## src/rtl/ovr_i_monitor.sv

```systemverilog
// rtl/ovr_i_monitor.sv - per-PWM-period over-current qualification with latched shutdown
module ovr_i_monitor #(
    parameter int TRIP_PERIODS = 4,
    parameter int EVT_W        = 8
) (
    input  logic             clk,
    input  logic             rst,
    input  logic             OVR_I_in,
    input  logic             PWM_synch,
    input  logic             ovr_I_blank,
    input  logic             clr_fault,
    output logic             ovr_I_shtdwn,
    output logic             period_bad,
    output logic [3:0]       bad_cnt,
    output logic [EVT_W-1:0] evt_cnt
);

    typedef enum logic [1:0] {
        S_WAIT    = 2'd0,
        S_MONITOR = 2'd1,
        S_TRIPPED = 2'd2
    } state_t;

    localparam logic [3:0] TRIP_CNT = 4'(TRIP_PERIODS);

    state_t state, state_next;

    logic ovr_meta, ovr_s;
    logic blank_q1, blank_d;
    logic synch_q1, synch_d;
    logic hit, hit_next;
    logic qual;
    logic [3:0] bad_inc;
    logic [3:0] cnt_next;
    logic [EVT_W-1:0] evt_next;
    logic pb_next, sd_next;

    // Blank and synch go through the same two stages as the comparator
    // so that all three stay cycle-aligned at the qualification point.
    always_ff @(posedge clk) begin
        if (rst) begin
            ovr_meta <= 1'b0;
            ovr_s    <= 1'b0;
            blank_q1 <= 1'b0;
            blank_d  <= 1'b0;
            synch_q1 <= 1'b0;
            synch_d  <= 1'b0;
        end else begin
            ovr_meta <= OVR_I_in;
            ovr_s    <= ovr_meta;
            blank_q1 <= ovr_I_blank;
            blank_d  <= blank_q1;
            synch_q1 <= PWM_synch;
            synch_d  <= synch_q1;
        end
    end

    assign qual    = ovr_s & ~blank_d;
    assign bad_inc = (bad_cnt == 4'hF) ? bad_cnt : bad_cnt + 4'd1;

    always_ff @(posedge clk) begin
        if (rst) begin
            state        <= S_WAIT;
            hit          <= 1'b0;
            period_bad   <= 1'b0;
            bad_cnt      <= 4'd0;
            evt_cnt      <= '0;
            ovr_I_shtdwn <= 1'b0;
        end else begin
            state        <= state_next;
            hit          <= hit_next;
            period_bad   <= pb_next;
            bad_cnt      <= cnt_next;
            evt_cnt      <= evt_next;
            ovr_I_shtdwn <= sd_next;
        end
    end

    always_comb begin
        state_next = state;
        hit_next   = hit;
        pb_next    = 1'b0;
        cnt_next   = bad_cnt;
        evt_next   = evt_cnt;
        sd_next    = ovr_I_shtdwn;
        case (state)
            S_WAIT: begin
                // Partial period after reset or clear is never judged.
                hit_next = 1'b0;
                if (synch_d) begin
                    state_next = S_MONITOR;
                end
            end
            S_MONITOR: begin
                if (synch_d) begin
                    hit_next = 1'b0;
                    if (hit || qual) begin
                        pb_next  = 1'b1;
                        cnt_next = bad_inc;
                        evt_next = (evt_cnt == {EVT_W{1'b1}}) ? evt_cnt : evt_cnt + EVT_W'(1);
                        if (bad_inc == TRIP_CNT) begin
                            sd_next    = 1'b1;
                            state_next = S_TRIPPED;
                        end
                    end else begin
                        cnt_next = 4'd0;
                    end
                end else if (qual) begin
                    hit_next = 1'b1;
                end
            end
            S_TRIPPED: begin
                hit_next = 1'b0;
                sd_next  = 1'b1;
                if (clr_fault) begin
                    sd_next    = 1'b0;
                    cnt_next   = 4'd0;
                    state_next = S_WAIT;
                end
            end
            default: begin
                hit_next   = 1'b0;
                state_next = S_WAIT;
            end
        endcase
    end

endmodule

```

## config.mk

```make
export PLATFORM = sky130hd
export DESIGN_NAME = ovr_i_monitor
export DESIGN_NICKNAME = d
export VERILOG_FILES = /design/src/rtl/ovr_i_monitor.sv
export SDC_FILE = /design/constraint.sdc
export NUM_CORES = 1
export LEC_CHECK = 0
export CAP_MARGIN = 10
export CORE_UTILIZATION = 29
export CTS_BUF_LIST = sky130_fd_sc_hd__clkbuf_16
export CTS_CLUSTER_SIZE = 10
export DETAILED_ROUTE_END_ITERATION = 8
export MAX_ROUTING_LAYER = met4
export RECOVER_POWER = 50
export SLEW_MARGIN = 20
export SYNTH_ARGS = -nofsm -noshare
export SYNTH_HDL_FRONTEND = slang
export SYNTH_SLANG_ARGS = --single-unit
```

## constraint.sdc

```tcl
create_clock -name clk -period 1.78 [get_ports clk]
set_input_delay 0.356 -clock clk [delete_from_list [all_inputs] [get_ports clk]]
set_output_delay 0.356 -clock clk [all_outputs]
set_load 0.02 [all_outputs]
```

### Word level (Yosys, flattened, before mapping)

Cells that the tools add are included.
W data, S select, Z words.

| storage, ports and cells | value |
|---|---|
| output and inout bits | 14 |
| logic and storage cells | 55 |
| register bits | 23 |
| bits of input ports | 6 |

| operators by class | value |
|---|---|
| eq/ne operators | 10 |
| reductions and logical operators | 9 |
| add/sub/neg operators | 2 |
| bitwise gates (word level) | 5 |
| mux-type cells | 17 |

Operators with widths:

| operator | count |
|---|---|
| $mux W4 | 4 |
| $mux W2 | 5 |
| $ne A2 B2 Y1 const B | 5 |
| $add A8 B1 Y8 const B | 1 |
| $eq A8 B8 Y1 const B | 1 |
| $pmux W4 S2 | 1 |
| $reduce_and A4 Y1 | 2 |
| $pmux W2 S3 | 1 |
| $reduce_or A3 Y1 | 2 |
| $mux W1 | 5 |
| $reduce_and A5 Y1 | 1 |
| $add A4 B1 Y4 const B | 1 |
| $eq A4 B3 Y1 const B | 1 |
| $eq A4 B4 Y1 const B | 1 |
| $not A1 Y1 | 4 |
| $reduce_and A3 Y1 | 1 |
| $eq A2 B1 Y1 const B | 1 |
| $eq A2 B2 Y1 const B | 1 |
| $logic_not A2 Y1 | 1 |
| $pmux W1 S2 | 1 |
| $reduce_bool A2 Y1 | 1 |
| $and A1 B1 Y1 | 1 |
| $logic_or A1 B1 Y1 | 1 |

### Longest topological paths before layout

| depth | value |
|---|---|
| depth in word-level cells | 7 |
| mapped depth | 5 |
| gate-level depth less buffers | 5 |

### Least setup slack after synthesis

OpenSTA, ideal clock, no wires.

| timing | value |
|---|---|
| path kind | reg-to-reg |
| start point | register bad_cnt[0] |
| end point | register state[0] |
| path slack | 0.010 ns |
| data arrival time | 1.625 ns |
| setup time | 0.145 ns |
| required time | 1.635 ns |
| clock period less this slack | 1.770 ns |
| buffers on the path | 0 |
| stages on the path, launching flop included | 6 |
| path through | dfxtp_1 ha_1 and3_1 a22oi_1 nor4_1 a2111oi_0 |

| between the ends | value |
|---|---|
| cells in the longest elaborated chain, start to end | 5 |
| elaborated cells between the ends (all ways) | 6 |
| those cells by class | 1 x add/sub; 3 x eq/ne; 1 x mux; 1 x reduce/logical |

Ends and longest elaborated chain:

| item | RTL line | text |
|---|---|---|
| from (decl) | 14 | `output logic [3:0] bad_cnt,` |
| from (signal assigned) | 73 | `bad_cnt <= cnt_next;` |
| $add A4 B1 Y4 / $eq A4 B4 Y1 (equally long branches) | 59 | `assign bad_inc = (bad_cnt == 4'hF) ? bad_cnt : bad_cnt + 4'd1;` |
| $mux W4 (*) | 59 |  |
| $eq A4 B3 Y1 (*) | 101 | `if (bad_inc == TRIP_CNT) begin` |
| $ne A2 B2 Y1 (no line) (*) | n/a |  |
| $reduce_and A5 Y1 (no line) (*) | n/a |  |
| to (signal assigned) | 70 | `state <= state_next;` |
| to (decl) | 26 | `state_t state, state_next;` |

Every way passes the cells marked *; elsewhere a longest branch is shown, timed or not.
A chain may end at the register's enable or synchronous reset.

### Worst setup path after layout

| timing | value |
|---|---|
| start point | register evt_cnt[2] |
| end point | output evt_cnt[2] |

RTL lines:

| item | RTL line | text |
|---|---|---|
| from (decl) | 15 | `output logic [EVT_W-1:0] evt_cnt` |
| from (signal assigned) | 74 | `evt_cnt <= evt_next;` |

No word-level cell between the ends.

==> results <==
- The share of async-settable or async-resettable flops after synthesis is 0%.
- The slowest stage of the critical path is the sky130_fd_sc_hd__clkdlybuf4s50_1 cell.
- In this run the number of H-tree levels came out at 1.
- The startpoint identified for the worst register-to-register timing path is state[1].
- After Yosys synthesis, full adders, half adders and majority gates account for 2.47% of the synthesized area.
- Detailed placement finished with a half-perimeter wire length of 1660 um.
- The post-route setup TNS is 0 ns.
- The die height is 61.1 um.
- Of all nets on the critical path, the largest fanout is 7.
- The floorplan step set the die width to 61.1 um.
- The library cells used most frequently in the layout, excluding fill and tap cells, are sky130_fd_sc_hd__dfxtp_1 (23), sky130_fd_sc_hd__clkdlybuf4s50_1 (14), sky130_fd_sc_hd__a21oi_1 (10).
- The number of global-route vias before repair is between 800 and 900.
- Detailed routing inserted a total of 977 vias.
- The worst setup path is captured at an output pin.
- The count of final hold-check violations was 0.
- For the final database, setup skew stands at 0.00394 ns.
- The worst register-to-register path has a depth of 4.
- The path class of the tightest hold or removal check is reg -> reg.
- 20 I/O pins were placed.
- The number of antenna violations at the first check in global routing is 0.
- The share of synthesized area in the top cell type comes to 45.4%.
- In this run the core area contains 21 standard-cell rows.
- The final period utilization is a little over nine tenths.
- Once placement completed, the tool counted placed cells totaling 183.
- The count of maximum capacitance violations is 0.
- The number of warnings printed during yosys synthesis is 0.
- Dividing the detail-routed wire length by the instance count gives 12.0 um.
- The buffer levels on the longest clock path is 2.
- The highest attainable clock frequency is 596 MHz.
- The number of hold buffers added after CTS was 0.
- The total of endpoints with negative setup slack in the final report is 0.
- At the pin with the least slew margin, the transition time is ~0.40 ns.
- The pin count of the biggest net entering global routing is 18.
- Data on the critical path arrives at its endpoint at 1.32 ns.
- The worst setup path is launched from a register.
- Across the VDD grid, the largest voltage drop is 0.310 mV.
- TritonCTS built the clock tree.
- The xor and xnor fraction of the mapped netlist area is 0%.
- The first global-routing pass estimated 3740 um of wire.
- The final layout contains 150 nets.
- The number of antenna repair diodes is 0.
- For this block, the initial DRC count from the detailed router was 70.
- Dividing total power by cell area gives a power density of around 740 mW/mm2.
- In this run the register-to-register setup slack is 0.10 ns.
- The multiplexer fraction of the synthesized cell area is less than 1%.
- The number of nets still failing antenna checks after routing is 0.
- The run finished with clean final reports.
- The region available for standard cell placement spans 0.00334 mm2.
- For this run, the total global-route usage over all layers was measured as between 10% and 20%.
- Once the floorplan was initialized, standard cells occupied about 30% of the core.
- Each instance of the synthesized netlist takes up on average roughly 9.0 um2.
- The routed design could run at a clock period as short as ~1.7 ns.
- The total clock buffers created by CTS is 3.
- Setup repair after global routing left no endpoint under its margin.
- The synthesized design contains 23 register bits.
- Summing the areas of all compound-gate instances in the mapped netlist gives 23.5% of the synthesized area.
- The number of unique standard cell types used by synthesis is 36.
- The library cell with the largest summed area after synthesis is sky130_fd_sc_hd__dfxtp_1.
- At the end of the flow the core is filled with cells to 42.3%.
- By area, the combinational part of the netlist is dominated by simple AND/OR/NAND/NOR gates.
- In the routed design, unresolved DRC markers number 0.
- The worst setup path is of the reg -> out kind.
- The synthesized instance count is 112.
- The signal on the critical path passes through clkdlybuf4s50_1.
- The routed design has 2240 um of wire.
- The startpoint of the tightest hold check path is blank_q1.
- Grouping stages by cell kind, the critical path spends the most delay in buffers and inverters.
- Final hold analysis gives a worst-case slack of 0.434 ns.
- The hold path endpoint is blank_d.
- Along the worst hold path, the cell count comes to 1.
- After synthesis, the cell types taking the most area are sky130_fd_sc_hd__dfxtp_1 (45%), sky130_fd_sc_hd__a21oi_1 (4.9%), sky130_fd_sc_hd__nor2b_1 (4.3%), sky130_fd_sc_hd__or4_1 (3.7%), sky130_fd_sc_hd__ha_1 (2.5%).
- The completed layout was analyzed and its total power is about 1000 uW.
- In this run, synthesis inferred 0 flip-flops with an integrated enable.
- Using the TritonRoute via totals, the vias-per-cell ratio works out to 5.22.
- The library cell used most frequently in the layout, excluding fill and tap cells, is sky130_fd_sc_hd__dfxtp_1.
- Cells with a size suffix above 1 make up 10.6% of the layout.
- The part of the Yosys area used for sequential elements is a little under half.
- Synthesis produced a netlist with a net count of 120.
- The clock latency of the later-clocked register in the worst-skew pair is 0.26 ns.
- Global routing finished with a remaining overflow of 0.
- For this design the static power due to leakage is 0.000490 uW.
- At the worst endpoint, the required time is 1.42 ns.
- The first detailed-routing pass ran for 4 iterations.
- The top flip-flop cell by instance count after synthesis is sky130_fd_sc_hd__dfxtp_1.
- The max-slew violation count was 0.
- The number of buffer and inverter instances along the worst setup path is 1.
- The max-slew headroom at the worst pin is 72.7%.
- After clock tree synthesis, the clock-pin slew on the worst setup and hold paths is roughly 0.060 ns.
- The die covers 0.00374 mm2.
- The area growth from synthesis to layout is 39.3%.
- The clock root buffer is sky130_fd_sc_hd__clkbuf_16.
- The global placer's final weighted congestion is ~0.83.
- On the worst path, the slowest cell contributes a delay of between 0.6 and 0.7 ns.
- The post-synthesis instance area is 0.00101 mm2.
- The timing startpoint of the critical path is evt_cnt[2].
- The count of buffers inserted at the top-level ports is 19.
- The clock sink count is 23.
- The share of synthesized cell area in and, or, nand and nor gates is around a quarter.
- The worst register-to-register path ends at evt_cnt[7].
- The post-route non-filler standard cell count is 187.
worst max-delay path by stage:
stage	end	cells past startpoint
final	evt_cnt[2]	1
after global routing	evt_cnt[3]	4
after CTS	evt_cnt[3]	4
after detailed placement	evt_cnt[5]	4
after global placement	evt_cnt[7]	4
after floorplan	state[0]	5
Yosys cell counts, types with 2 or more instances:
master	count
sky130_fd_sc_hd__or4_1	5
sky130_fd_sc_hd__nand2_1	6
sky130_fd_sc_hd__nand3b_1	2
sky130_fd_sc_hd__o21ai_0	4
sky130_fd_sc_hd__nand3_1	5
sky130_fd_sc_hd__o31ai_1	3
sky130_fd_sc_hd__a211oi_1	3
sky130_fd_sc_hd__clkbuf_1	2
sky130_fd_sc_hd__a31oi_1	2
sky130_fd_sc_hd__nor2_1	5
sky130_fd_sc_hd__and4_1	2
sky130_fd_sc_hd__buf_2	2
sky130_fd_sc_hd__ha_1	2
sky130_fd_sc_hd__a21o_1	2
sky130_fd_sc_hd__dfxtp_1	23
sky130_fd_sc_hd__inv_1	6
sky130_fd_sc_hd__nor3_1	2
sky130_fd_sc_hd__a21oi_1	10
sky130_fd_sc_hd__a2111oi_0	2
sky130_fd_sc_hd__nor2b_1	7
sky130_fd_sc_hd__o41ai_1	2
per-layer routing:
layer / GRT usage (%) / routed length [um]
met3: 3.15 / 72
met2: 23.1 / 1120
met1: 16.3 / 987
met4: 9.74 / 63
met5: - / 0
what timing repair did:
action                                 CTS  global route
setup buffers                            0             0
setup endpoints to repair                0             8
endpoints found under the hold margin    0             0
resized for setup                        0             5
cells by family after synthesis:
logic type,after synthesis
compound gates,35
fa+ha+maj,2
buf+inv,10
flops,23
mux,1
simple gates,41
area by class of cell:
cell class / count / area, um2
Fill cell: 345 / 1930
Multi-Input combinational cell: 79 / 528
Sequential cell: 23 / 460
Timing Repair Buffer: 29 / 264
Clock buffer: 3 / 75.1
Tap cell: 46 / 57.6
Inverter: 6 / 22.5
Clock inverter: 1 / 3.75
registers in the layout, summed over array words and instances (netlist names):
| register | count |
|---|---|
| period_bad | 1 |
| blank_q1 | 1 |
| hit | 1 |
| ovr_I_shtdwn | 1 |
| evt_cnt | 8 |
| blank_d | 1 |
| synch_d | 1 |
| ovr_s | 1 |
| state | 2 |
| bad_cnt | 4 |
| synch_q1 | 1 |
| ovr_meta | 1 |
power by group:
part / switching, uW / internal [uW] / total, uW / leakage [uW]
sequential: 2.46 / 523 / 525 / 0.000187
combinational: 21.4 / 23.5 / 44.9 / 0.000261
clock: 176 / 300 / 476 / 0.0000423
per-stage QoR:
step | setup slack, ns | instance area, um2
final | 0.102 | 1410
after global routing | 0.000875 | 1410
after CTS | 0.0295 | 1410
after detailed placement | 0.0392 | 1330
after global placement | 0.0998 | 1330
after floorplan | 0.00975 | 1010
No activity file was read; power rests on OpenSTA's default activity.
